[src/rtl/clk_sel_ctrl.sv]
// Glitch-free sequencer for the 4:1 HDMI pixel-clock mux: gates the BUFGCE,
// switches the mux select, waits for MMCM lock, settles, then releases video reset.
module clk_sel_ctrl #(
    parameter logic [1:0]  DEFAULT_SEL   = 2'b00,
    parameter int unsigned GATE_CYCLES   = 16,
    parameter int unsigned SETTLE_CYCLES = 64,
    parameter int unsigned RST_CYCLES    = 32,
    parameter int unsigned LOCK_TIMEOUT  = 65535
) (
    input  logic       clk,
    input  logic       reset,
    input  logic [1:0] req_sel,
    input  logic       req_valid,
    output logic       req_ready,
    input  logic [3:0] lock,
    output logic [1:0] sel,
    output logic       clk_en,
    output logic       video_rst,
    output logic       busy,
    output logic       done,
    output logic       err,
    output logic       lock_lost
);

    localparam int unsigned CNT_W = 16;

    localparam logic [2:0] S_IDLE      = 3'd0;
    localparam logic [2:0] S_GATE_OFF  = 3'd1;
    localparam logic [2:0] S_SWITCH    = 3'd2;
    localparam logic [2:0] S_WAIT_LOCK = 3'd3;
    localparam logic [2:0] S_SETTLE    = 3'd4;
    localparam logic [2:0] S_RUN_RST   = 3'd5;

    localparam logic [CNT_W-1:0] GATE_LAST   = CNT_W'(GATE_CYCLES - 1);
    localparam logic [CNT_W-1:0] SETTLE_LAST = CNT_W'(SETTLE_CYCLES - 1);
    localparam logic [CNT_W-1:0] RST_LAST    = CNT_W'(RST_CYCLES - 1);
    localparam logic [CNT_W-1:0] LOCK_LAST   = CNT_W'(LOCK_TIMEOUT - 1);

    logic [2:0]       state_q, state_d;
    logic [CNT_W-1:0] cnt_q, cnt_d;
    logic [1:0]       target_q, target_d;
    logic [1:0]       prev_q, prev_d;
    logic [1:0]       sel_q, sel_d;
    logic             err_q, err_d;
    logic             lost_q, lost_d;
    logic             done_q, done_d;
    logic             clk_en_q, clk_en_d;
    logic             video_rst_q, video_rst_d;
    logic             busy_q, busy_d;
    logic             ready_q, ready_d;
    logic [3:0]       lock_meta_q, lock_s_q;
    logic             lock_cur;

    // Two-flop synchronizer for the asynchronous MMCM lock indications
    always_ff @(posedge clk) begin
        if (reset) begin
            lock_meta_q <= 4'b0000;
            lock_s_q    <= 4'b0000;
        end else begin
            lock_meta_q <= lock;
            lock_s_q    <= lock_meta_q;
        end
    end

    assign lock_cur = lock_s_q[sel_q];

    always_ff @(posedge clk) begin
        if (reset) begin
            state_q     <= S_WAIT_LOCK;
            cnt_q       <= '0;
            target_q    <= DEFAULT_SEL;
            prev_q      <= DEFAULT_SEL;
            sel_q       <= DEFAULT_SEL;
            err_q       <= 1'b0;
            lost_q      <= 1'b0;
            done_q      <= 1'b0;
            clk_en_q    <= 1'b0;
            video_rst_q <= 1'b1;
            busy_q      <= 1'b1;
            ready_q     <= 1'b0;
        end else begin
            state_q     <= state_d;
            cnt_q       <= cnt_d;
            target_q    <= target_d;
            prev_q      <= prev_d;
            sel_q       <= sel_d;
            err_q       <= err_d;
            lost_q      <= lost_d;
            done_q      <= done_d;
            clk_en_q    <= clk_en_d;
            video_rst_q <= video_rst_d;
            busy_q      <= busy_d;
            ready_q     <= ready_d;
        end
    end

    always_comb begin
        state_d  = state_q;
        cnt_d    = cnt_q;
        target_d = target_q;
        prev_d   = prev_q;
        sel_d    = sel_q;
        err_d    = err_q;
        lost_d   = lost_q;
        done_d   = 1'b0;

        case (state_q)
            S_IDLE: begin
                // Loss of the running source takes priority over a new request
                if (!lock_cur) begin
                    lost_d   = 1'b1;
                    target_d = sel_q;
                    prev_d   = sel_q;
                    cnt_d    = '0;
                    state_d  = S_GATE_OFF;
                end else if (req_valid) begin
                    if (req_sel == sel_q) begin
                        done_d = 1'b1;
                    end else begin
                        target_d = req_sel;
                        prev_d   = sel_q;
                        err_d    = 1'b0;
                        lost_d   = 1'b0;
                        cnt_d    = '0;
                        state_d  = S_GATE_OFF;
                    end
                end
            end
            S_GATE_OFF: begin
                if (cnt_q == GATE_LAST) begin
                    cnt_d   = '0;
                    state_d = S_SWITCH;
                end else begin
                    cnt_d = cnt_q + CNT_W'(1);
                end
            end
            S_SWITCH: begin
                sel_d   = target_q;
                cnt_d   = '0;
                state_d = S_WAIT_LOCK;
            end
            S_WAIT_LOCK: begin
                if (lock_cur) begin
                    cnt_d   = '0;
                    state_d = S_SETTLE;
                end else if (cnt_q == LOCK_LAST) begin
                    // Fall back to the previous source once; if that is also dead, park here
                    err_d = 1'b1;
                    if (sel_q != prev_q) begin
                        target_d = prev_q;
                        sel_d    = prev_q;
                        cnt_d    = '0;
                    end
                end else begin
                    cnt_d = cnt_q + CNT_W'(1);
                end
            end
            S_SETTLE: begin
                if (!lock_cur) begin
                    cnt_d = '0;
                end else if (cnt_q == SETTLE_LAST) begin
                    cnt_d   = '0;
                    state_d = S_RUN_RST;
                end else begin
                    cnt_d = cnt_q + CNT_W'(1);
                end
            end
            S_RUN_RST: begin
                if (cnt_q == RST_LAST) begin
                    cnt_d   = '0;
                    done_d  = 1'b1;
                    state_d = S_IDLE;
                end else begin
                    cnt_d = cnt_q + CNT_W'(1);
                end
            end
            default: begin
                cnt_d   = '0;
                state_d = S_WAIT_LOCK;
            end
        endcase

        // Outputs registered from the next state so they line up with state_q
        clk_en_d    = (state_d == S_IDLE) || (state_d == S_RUN_RST);
        video_rst_d = (state_d != S_IDLE);
        busy_d      = (state_d != S_IDLE);
        ready_d     = (state_d == S_IDLE);
    end

    assign sel       = sel_q;
    assign clk_en    = clk_en_q;
    assign video_rst = video_rst_q;
    assign busy      = busy_q;
    assign req_ready = ready_q;
    assign done      = done_q;
    assign err       = err_q;
    assign lock_lost = lost_q;

endmodule

[config.mk]
export PLATFORM = sky130hd
export DESIGN_NAME = clk_sel_ctrl
export DESIGN_NICKNAME = d
export VERILOG_FILES = /design/src/rtl/clk_sel_ctrl.sv
export SDC_FILE = /design/constraint.sdc
export NUM_CORES = 1
export LEC_CHECK = 0
export ABC_AREA = 1
export BUFFER_PORTS_ARGS = -buffer_cell sky130_fd_sc_hd__buf_2
export CAP_MARGIN = 20
export CORE_ASPECT_RATIO = 1.25
export CORE_MARGIN = 2
export CORE_UTILIZATION = 50
export CTS_CLUSTER_DIAMETER = 30
export DETAILED_ROUTE_END_ITERATION = 8
export PLACE_DENSITY = 0.68
export SYNTH_ARGS = -nofsm -noshare
export SYNTH_HDL_FRONTEND = slang
export SYNTH_SLANG_ARGS = --single-unit
[constraint.sdc]
create_clock -name clk -period 2 [get_ports clk]
set_input_delay 0.2 -clock clk [delete_from_list [all_inputs] [get_ports clk]]
set_output_delay 0.2 -clock clk [all_outputs]
set_load 0.03 [all_outputs]
==> reports/metrics.csv, run 1 <==
metric,value,unit
outcome,"finished, final reports clean",
synth_fp_nets,388,
critical_path_buf_inv_count,3,
worst_pin_slew,0.5530,ns
power_density,1112,nW/µm²
cts_buffers,5,
maxSlewHeadroom,0.6309,
crit_family,simple AND/OR/NAND/NOR gates,
fin_area,2605,µm²
slew_violations,0,
area_growth_syn_to_layout,12.00,%
ys_warn_count,0,
synth-async-reset-ratio,0,
seq_area_frac_synth,0.3357,
static-leakage-power,1.163,nW
slowest_delay,0.45,ns
combPwrFrac,0.418,
critPathMaxFanout,17,
setup_tns,0,ns
htreeDepth,2,
synth.avg_cell_area,6.170,µm²
busiest_layer,met2,
grt_max_degree,18,
n_antenna_cell,0,
seq_power_share,0.343,
start_util,0.5256,
ctsLongestPathBuffers,2,
clkPwrFrac,0.239,
clock_sinks,39,
ys_types,33,
cts_tree,done,
switching_power,0.001228,W
first_pass_iters,4,
irDropWorstVdd,0.4415,mV
grtUsageMet1,0.2515,
dieArea,5217,µm²
finalHoldViolations,0,
postSynthCellCount,377,
ant_nets,0,
detail_route.iter0.violations,104,
die_x,65.01,µm
die_h,80.26,µm
crit_path_frequent_cell,nand2_4,
finalWeightedCongestion,0.9486,
hold_ws,0.1020,ns
via_count,2233,
drive_gt1_frac,0.1650,
setup_viol,0,
place_area,2467,µm²
p_int,0.001668,W
rsz0062_at_grt,no,
nets,410,
finalClockSkew,0.003789,ns
synth_edf_count,0,
cts_setup_buffers,0,
root_buffer,clkbuf_8,
hold_class,in2reg,
met2_usage,0.4175,
arrival,2.04,ns
grt_pass1_vias,2037,
met3_usage,0.03081,
wl_per_cell,11.14,µm
antenna_found_initial,0,
io_pins,18,
maxCapViolations,0,
dominantRegCellSynth,dfxtp_1,
ys_ff_latch,39,
post-route-period-util,0.9031,
multi_input_area,1294,µm²
clkSlewWorstSetupHoldPaths,0.08,ns
dp_worst_setup_slack,0.05109,ns
required,2.24,ns
critical_path_class,reg2reg,
fillCellCount,449,
fin_crit,1.806,ns
grt_use_total,0.2230,
setup_ws,0.1938,ns
post-route-drc-count,0,
syn_area,2326,µm²
rows,27,
grt_pass1_wl,8983,µm
cp_slowest_cell,dfxtp_1,
fmax,553.6,MHz
hpwlAfterDp,3873,µm
p_sw_frac,0.4240,
core,4425,µm²
totalWireLength,5102,µm
io_buffers,17,
clkLatencyLatePin,0.29,ns
worstPathCellList,inv_1 > nand3_2 > nand2_2 > inv_2 > nand3_2 > nand2_4 > inv_4 > nand2_4 > nand2_4 > nor2_1,
cp-end-kind,flop,
vias_per_cell,4.876,
postCtsHoldBufs,0,
crit_path_start_kind,flop,
grt.overflow.total,0,
final-seq-area,782.0,µm²
-- metrics by stage --
step,utilization,instances,power (W)
2_1_floorplan,-,377,0.001901
3_3_place_gp,0.5575,450,0.002166
3_5_place_dp,0.5575,450,0.002188
4_1_cts,0.5841,458,0.002884
5_1_grt,0.5886,458,0.003126
6_report,0.5886,458,0.002896
-- placed cells by master, fill, tap and decap left out, drive strengths merged --
| master | n |
|---|---|
| ha | 2 |
| a21oi | 8 |
| clkinv | 2 |
| buf | 22 |
| bufinv | 1 |
| a31oi | 1 |
| nand3 | 31 |
| xor2 | 2 |
| o22ai | 1 |
| nand4 | 5 |
| nor2 | 75 |
| inv | 55 |
| o21ai | 12 |
| dfxtp | 39 |
| o211ai | 1 |
| clkbuf | 6 |
| nand2 | 124 |
| o31ai | 1 |
| o21bai | 1 |
| nor3 | 8 |
| or2 | 3 |
-- power by group through the flow --
stage / sequential, W / clock, W / combinational [W]
finish: 0.000992 / 0.000692 / 0.00121
global route: 0.00101 / 0.000739 / 0.00137
CTS: 0.000992 / 0.000706 / 0.00119
detailed placement: 0.00101 / 0 / 0.00118
global placement: 0.00101 / 0 / 0.00116
floorplan: 0.00108 / 0 / 0.000819
-- registers in the layout (all words and copies together) (netlist names) --
name and count:
target_q 2, lock_lost 1, cnt_q 16, done 1, lock_meta_q 4, err 1, prev_q 2, state_q 3
clk_en 1, lock_s_q 4, req_ready 1, busy 1, sel 2
-- worst register-to-register path: cells and delay by family, from the launching register on --
family        cells  cell delay (ns)
buf+inv           3             0.44
simple gates      7             0.87
flops             1             0.45
-- cells in the mapped netlist, types with 3 or more instances --
library cell	number	area, µm²
nand2_1	118	442.9
nor2_1	69	259.0
inv_1	51	191.4
dfxtp_1	39	780.8
nand3_1	23	115.1
o21ai_0	10	50.05
a21oi_1	8	40.04
nand3_2	8	80.08
nand4_1	5	31.28
nor2_2	5	31.28
nand2_2	4	25.02
nor3_1	4	20.02
nor3_2	4	40.04
buf_6	3	33.78
inv_2	3	11.26
-- layer usage --
| layer | wire length (µm) | vias to the layer above |
|---|---|---|
| met5 | 0 | - |
| met4 | 84 | 0 |
| met3 | 173 | 7 |
| met2 | 2630 | 48 |
| met1 | 2214 | 981 |
| li1 | - | 1197 |
-- cells by family (layout without fill, tap and decap cells) --
family / Yosys count / after routing / share of synthesized area
AOI/OAI and AO/OA: 25 / 25 / 0.05972
xor gates and xnor gates: 2 / 2 / 0.007532
adders and majority gates: 2 / 2 / 0.01076
buffers and inverters: 63 / 86 / 0.1146
DFF: 39 / 39 / 0.3357
and+or+nand+nor: 246 / 246 / 0.4718
-- area by class of cell --
cell class	count	share of cell area
Tap cell	58	0.02786
Clock buffer	6	0.03170
Multi-Input combinational cell	275	0.4966
Inverter	56	0.08165
Sequential cell	39	0.3002
Clock inverter	2	0.01345
Timing Repair Buffer	22	0.04851
-- path summary, 6_finish.rpt --
check             slack [ns]  cells after the start                        end                 startpoint
setup / recovery        0.19                     10      cnt_q[8]$_SDFFE_PP0P_        sel[1]$_SDFFE_PP0P_
hold / removal          0.10                      3  lock_meta_q[2]$_SDFF_PP0_                    lock[2]
hold reg to reg         0.40                      2     lock_s_q[3]$_SDFF_PP0_  lock_meta_q[3]$_SDFF_PP0_
setup reg to reg        0.19                     10      cnt_q[8]$_SDFFE_PP0P_        sel[1]$_SDFFE_PP0P_
-- repair_timing --
item                                    in CTS  in global routing
hold endpoints to repair                     0                  0
resized for setup                            0                  8
endpoints found under the setup margin       0                 14
No activity file was read; power rests on OpenSTA's default activity.
==> inputs of run 2 (changes only) <==
--- a/config.mk
+++ b/config.mk
@@ -9,11 +9,11 @@
 export BUFFER_PORTS_ARGS = -buffer_cell sky130_fd_sc_hd__buf_2
 export CAP_MARGIN = 20
 export CORE_ASPECT_RATIO = 1.25
-export CORE_MARGIN = 2
-export CORE_UTILIZATION = 50
+export CORE_MARGIN = 3
+export CORE_UTILIZATION = 60
 export CTS_CLUSTER_DIAMETER = 30
 export DETAILED_ROUTE_END_ITERATION = 8
-export PLACE_DENSITY = 0.68
+export PLACE_DENSITY = 0.8
 export SYNTH_ARGS = -nofsm -noshare
 export SYNTH_HDL_FRONTEND = slang
 export SYNTH_SLANG_ARGS = --single-unit
==> reports/metrics.csv, run 2 (same netlist as run 1, synthesis figures left out) <==
metric,value,unit,change
rsz0062_at_grt,no,,
first_pass_iters,4,,unchanged
fillCellCount,316,,-30%
place_area,2436,µm²,-1.3%
top_regs,"cnt_q: 16 flops, lock_meta_q: 4 flops, lock_s_q: 4 flops",,
maxSlewHeadroom,0.6631,,+0.03215
via_count,2230,,-0.13%
p_sw_frac,0.4090,,-0.01497
post-route-drc-count,0,,unchanged
rr_endpoint,cnt_q[5]$_SDFFE_PP0P_,,
io_pins,18,,unchanged
multi_input_area,1286,µm²,-0.58%
rows,24,,-11%
r2r-start,cnt_q[0]$_SDFFE_PP0P_,,
switching_power,0.001209,W,-1.5%
fin_area,2577,µm²,-1.1%
required,2.24,ns,about the same
largest_reg_flops,16,,unchanged
die_x,61.69,µm,-5.1%
p_int,0.001747,W,+4.7%
reg2regPathDepth,12,,+2
slew_violations,0,,unchanged
setup_tns,0,ns,unchanged
combPwrFrac,0.404,,-0.014
min_to,lock_meta_q[0]$_SDFF_PP0_,,
dp_cells,430,,-4.4%
die_h,75.61,µm,-5.8%
irDropWorstVdd,0.5446,mV,+23%
startpoint,cnt_q[0]$_SDFFE_PP0P_,,
cts_buffers,5,,unchanged
totalWireLength,4975,µm,-2.5%
grt_pass1_wl,8273,µm,-7.9%
wl_per_cell,11.36,µm,+2.0%
clkPwrFrac,0.264,,+0.025
hold_path.startpoint,lock[0],,
clock_sinks,39,,unchanged
cts_resized,0,,unchanged
seq_power_share,0.332,,-0.011
grt.overflow.total,0,,unchanged
hpwlAfterDp,3714,µm,-4.1%
detail_route.iter0.violations,94,,-9.6%
grt_max_degree,18,,unchanged
finalClockSkew,0.005037,ns,+0.001248 ns
critical_path_class,reg2reg,,
start_util,0.6455,,+0.1199
htreeDepth,2,,unchanged
layout_commonest_cell,nand2_1,,
final-seq-area,782.0,µm²,unchanged
power_density,1147,nW/µm²,+3.2%
post-route-period-util,0.9053,,+0.002174
clkSlewWorstSetupHoldPaths,0.08,ns,about the same
ant_nets,0,,unchanged
cts_setup_buffers,0,,unchanged
nets,409,,-0.24%
finalHoldViolations,0,,unchanged
vias_per_cell,5.091,,+4.4%
fin_crit,1.811,ns,+0.004348 ns
finalWeightedCongestion,0.9118,,-3.9%
cp-end-kind,flop,,
io_buffers,17,,unchanged
area_growth_syn_to_layout,10.81,%,
antenna_found_initial,0,,unchanged
reg2reg_slack,0.19,ns,about the same
arrival,2.05,ns,about the same
final_cells,438,,-4.4%
whs_path_depth,3,,unchanged
setup_viol,0,,unchanged
final_cell_mix,"118 x nand2_1, 68 x nor2_1, 51 x inv_1",,
hold_ws,0.1067,ns,+0.004638 ns
root_buffer,clkbuf_8,,
dieArea,4664,µm²,-11%
critPathMaxFanout,17,,unchanged
grt_pass1_vias,2038,,+0.049%
fmax,552.3,MHz,-0.24%
postCtsHoldBufs,0,,unchanged
core,3603,µm²,-19%
ctsLongestPathBuffers,2,,unchanged
static-leakage-power,1.165,nW,+0.15%
drive_gt1_frac,0.1529,,-0.01212
clkLatencyLatePin,0.29,ns,about the same
outcome,"finished, final reports clean",,
worst_pin_slew,0.5048,ns,-0.04817 ns
cts_tree,done,,
hold_class,in2reg,,
n_antenna_cell,0,,unchanged
maxCapViolations,0,,unchanged
grt_use_total,0.2361,,+0.01313
crit_path_start_kind,flop,,
top_register,cnt_q,,
==> run 2: changes by cell type in the layout (fill, tap and decap cells not counted), sizes merged <==
cell	previous run	this run
bufinv	1	2
clkinv	2	1
buf	22	21
==> run 2: stage by stage <==
step	utilization	worst slack, ns	total power (W)
after floorplan	-	0.3103	0.001901
after global placement	0.6760	0.1276	0.002156
after detailed placement	0.6760	0.07674	0.002177
after CTS	0.7128	0.06462	0.002952
after global routing	0.7153	0.01461	0.003182
final	0.7153	0.1894	0.002955
==> run 2: power groups by stage <==
stage          Combinational [W]  Clock, W  Sequential, W
2_1_floorplan           0.000819         0        0.00108
3_3_place_gp             0.00116         0       0.000994
3_5_place_dp             0.00118         0       0.000999
4_1_cts                  0.00118  0.000788       0.000980
5_1_grt                  0.00136  0.000821       0.000999
6_report                 0.00119  0.000779       0.000982
==> run 2: cell type report <==
cell class,instances,share of cell area
Clock buffer,6,0.02816
Clock inverter,2,0.02330
Inverter,56,0.08252
Multi-Input combinational cell,275,0.4990
Sequential cell,39,0.3034
Tap cell,39,0.01893
Timing Repair Buffer,21,0.04466
==> run 2: worst max-delay path by stage <==
stage | cells past startpoint | endpoint
after detailed placement | 11 | cnt_q[5]$_SDFFE_PP0P_
after floorplan | 12 | cnt_q[0]$_SDFFE_PP0P_
after CTS | 11 | cnt_q[5]$_SDFFE_PP0P_
final | 12 | cnt_q[5]$_SDFFE_PP0P_
after global routing | 10 | cnt_q[5]$_SDFFE_PP0P_
after global placement | 11 | cnt_q[0]$_SDFFE_PP0P_
==> run 2: metal layers <==
layer	routed length [µm]	global-route usage	part of all wire
met4	284	0.1509	0.057
met3	190	0.05763	0.038
met2	2459	0.4121	0.49
met1	2041	0.2466	0.41
met5	0	0	0
==> run 2: critical path, cell delays in order, from the launching register on <==
cell and delay, ns:
dfxtp_1 0.32, inv_1 0.11, ha_1 0.21, nand2_1 0.06, nor2_1 0.10, nand2_1 0.09, nor2_4 0.14, nand3_2 0.10
nand2_4 0.15, inv_4 0.12, nand2_4 0.13, nand2_4 0.09, nor2_1 0.13
==> inputs of run 3 (changes only) <==
--- a/config.mk
+++ b/config.mk
@@ -10,10 +10,9 @@
 export CAP_MARGIN = 20
 export CORE_ASPECT_RATIO = 1.25
 export CORE_MARGIN = 3
-export CORE_UTILIZATION = 60
+export CORE_UTILIZATION = 40
 export CTS_CLUSTER_DIAMETER = 30
 export DETAILED_ROUTE_END_ITERATION = 8
-export PLACE_DENSITY = 0.8
 export SYNTH_ARGS = -nofsm -noshare
 export SYNTH_HDL_FRONTEND = slang
 export SYNTH_SLANG_ARGS = --single-unit
==> reports/metrics.csv, run 3 (same netlist as run 1, synthesis figures left out) <==
metric,value,unit,change
hold_ws,0.1073,ns,+0.0006280 ns
antenna_found_initial,0,,unchanged
cts_setup_buffers,0,,unchanged
ant_nets,0,,unchanged
reg2reg_slack,0.20,ns,about the same
die_x,74.21,µm,+20%
top_layer,met4,,
p_sw_frac,0.4035,,-0.005557
layout_commonest_cell,nand2_1,,
totalWireLength,5254,µm,+5.6%
power_density,1117,nW/µm²,-2.6%
slew_violations,0,,unchanged
startpoint,cnt_q[1]$_SDFFE_PP0P_,,
maxCapViolations,0,,unchanged
cp-end-kind,flop,,
dp_cells,457,,+6.3%
clkPwrFrac,0.262,,-0.002
critical_path_class,reg2reg,,
via_count,2272,,+1.9%
hold_class,in2reg,,
post-route-drc-count,0,,unchanged
clkSlewWorstSetupHoldPaths,0.07,ns,about the same
post-route-period-util,0.8978,,-0.007485
wl_met3,171,µm,-10%
setup_ws,0.2044,ns,+0.01497 ns
arrival,1.98,ns,-0.07 ns
drt-met1-wl,2273,µm,+11%
crit_path_start_kind,flop,,
r2r-start,cnt_q[1]$_SDFFE_PP0P_,,
fmax,556.9,MHz,+0.83%
top_regs,"cnt_q: 16 flops, lock_meta_q: 4 flops, lock_s_q: 4 flops",,
p_int,0.001756,W,+0.56%
grt_pass1_wl,9370,µm,+13%
finalWeightedCongestion,0.9057,,-0.67%
n_antenna_cell,0,,unchanged
required,2.19,ns,-0.05 ns
static-leakage-power,1.172,nW,+0.67%
outcome,"finished, final reports clean",,
setup_tns,0,ns,unchanged
cts_tree,done,,
worst_pin_slew,0.5905,ns,+0.08567 ns
ctsLongestPathBuffers,2,,unchanged
grt.overflow.total,0,,unchanged
hpwlAfterDp,4057,µm,+9.2%
critPathMaxFanout,8,,-9
core,5518,µm²,+53%
root_buffer,clkbuf_8,,
wl_met2,2675,µm,+8.8%
io_pins,18,,unchanged
first_pass_iters,4,,unchanged
dieArea,6772,µm²,+45%
rows,30,,+25%
setup_viol,0,,unchanged
fin_crit,1.796,ns,-0.01497 ns
combPwrFrac,0.401,,-0.003
io_buffers,17,,unchanged
start_util,0.4215,,-0.2239
finalHoldViolations,0,,unchanged
top_register,cnt_q,,
die_h,91.26,µm,+21%
grt_max_degree,18,,unchanged
seq_power_share,0.337,,+0.005
dp_worst_setup_slack,0.1031,ns,+0.02639 ns
nets,411,,+0.49%
clock_sinks,39,,unchanged
irDropWorstVdd,0.4224,mV,-22%
area_growth_syn_to_layout,13.34,%,
switching_power,0.001188,W,-1.7%
grt_pass1_vias,2191,,+7.5%
final_cells,465,,+6.2%
cts_buffers,5,,unchanged
wl_per_cell,11.30,µm,-0.52%
maxSlewHeadroom,0.6059,,-0.05718
final_cell_mix,"118 x nand2_1, 67 x nor2_1, 51 x inv_1",,
clkLatencyLatePin,0.29,ns,about the same
htreeDepth,2,,unchanged
finalClockSkew,0.005133,ns,+0.00009521 ns
largest_reg_flops,16,,unchanged
detail_route.iter0.violations,96,,+2.1%
power,0.002944,W,-0.38%
drive_gt1_frac,0.1596,,+0.006719
vias_per_cell,4.886,,-4.0%
grt_use_total,0.1758,,-0.06034
hold_path.startpoint,lock[0],,
run 3: path summary, 6_finish.rpt:
| check | endpoint | depth (start not counted) |
|---|---|---|
| max | cnt_q[9]$_SDFFE_PP0P_ | 10 |
| min | lock_meta_q[0]$_SDFF_PP0_ | 3 |
| max reg2reg | cnt_q[9]$_SDFFE_PP0P_ | 10 |
| min reg2reg | lock_s_q[2]$_SDFF_PP0_ | 2 |
run 3: metrics by stage:
stage          utilization  instance area (µm²)
2_1_floorplan            -                 2326
3_3_place_gp        0.4499                 2482
3_5_place_dp        0.4499                 2482
4_1_cts             0.4739                 2615
5_1_grt             0.4778                 2636
6_report            0.4778                 2636
run 3: final cells by class:
cell class,count,area [µm²]
clock inverter,2,60.06
sequential,39,782.0
tap,64,80.08
multi-input combinational,275,1299
timing repair buffer,23,130.1
fill,584,2882
inverter,56,212.7
clock buffer,6,72.57
run 3: timing repair:
item | CTS | global route
hold buffers | 0 | 0
endpoints found under the setup margin | 0 | 14
gates resized for setup | 0 | 7
run 3: power groups by stage:
stage               logic, W  registers, W  clock network, W
finish               0.00118      0.000991          0.000773
global route         0.00135       0.00101          0.000819
CTS                  0.00117      0.000989          0.000797
detailed placement   0.00116       0.00101                 0
global placement     0.00116       0.00100                 0
floorplan           0.000819       0.00108                 0
run 3: critical path: stages, from the launching register on:
cell and delay [ns]:
dfxtp_1 0.39, ha_1 0.23, nand3_2 0.17, nor2_2 0.15, nand3_1 0.12, nand2_1 0.12
nand2_1 0.05, nor2_1 0.17, nand2_4 0.11, nand2_4 0.12, nor2_1 0.06
run 3: metal layers:
| metal | GRT usage | up-vias |
|---|---|---|
| li1 | - | 1202 |
| met1 | 0.2018 | 1026 |
| met4 | 0.07402 | 0 |
| met3 | 0.03765 | 13 |
| met2 | 0.3047 | 31 |
| met5 | 0 | - |
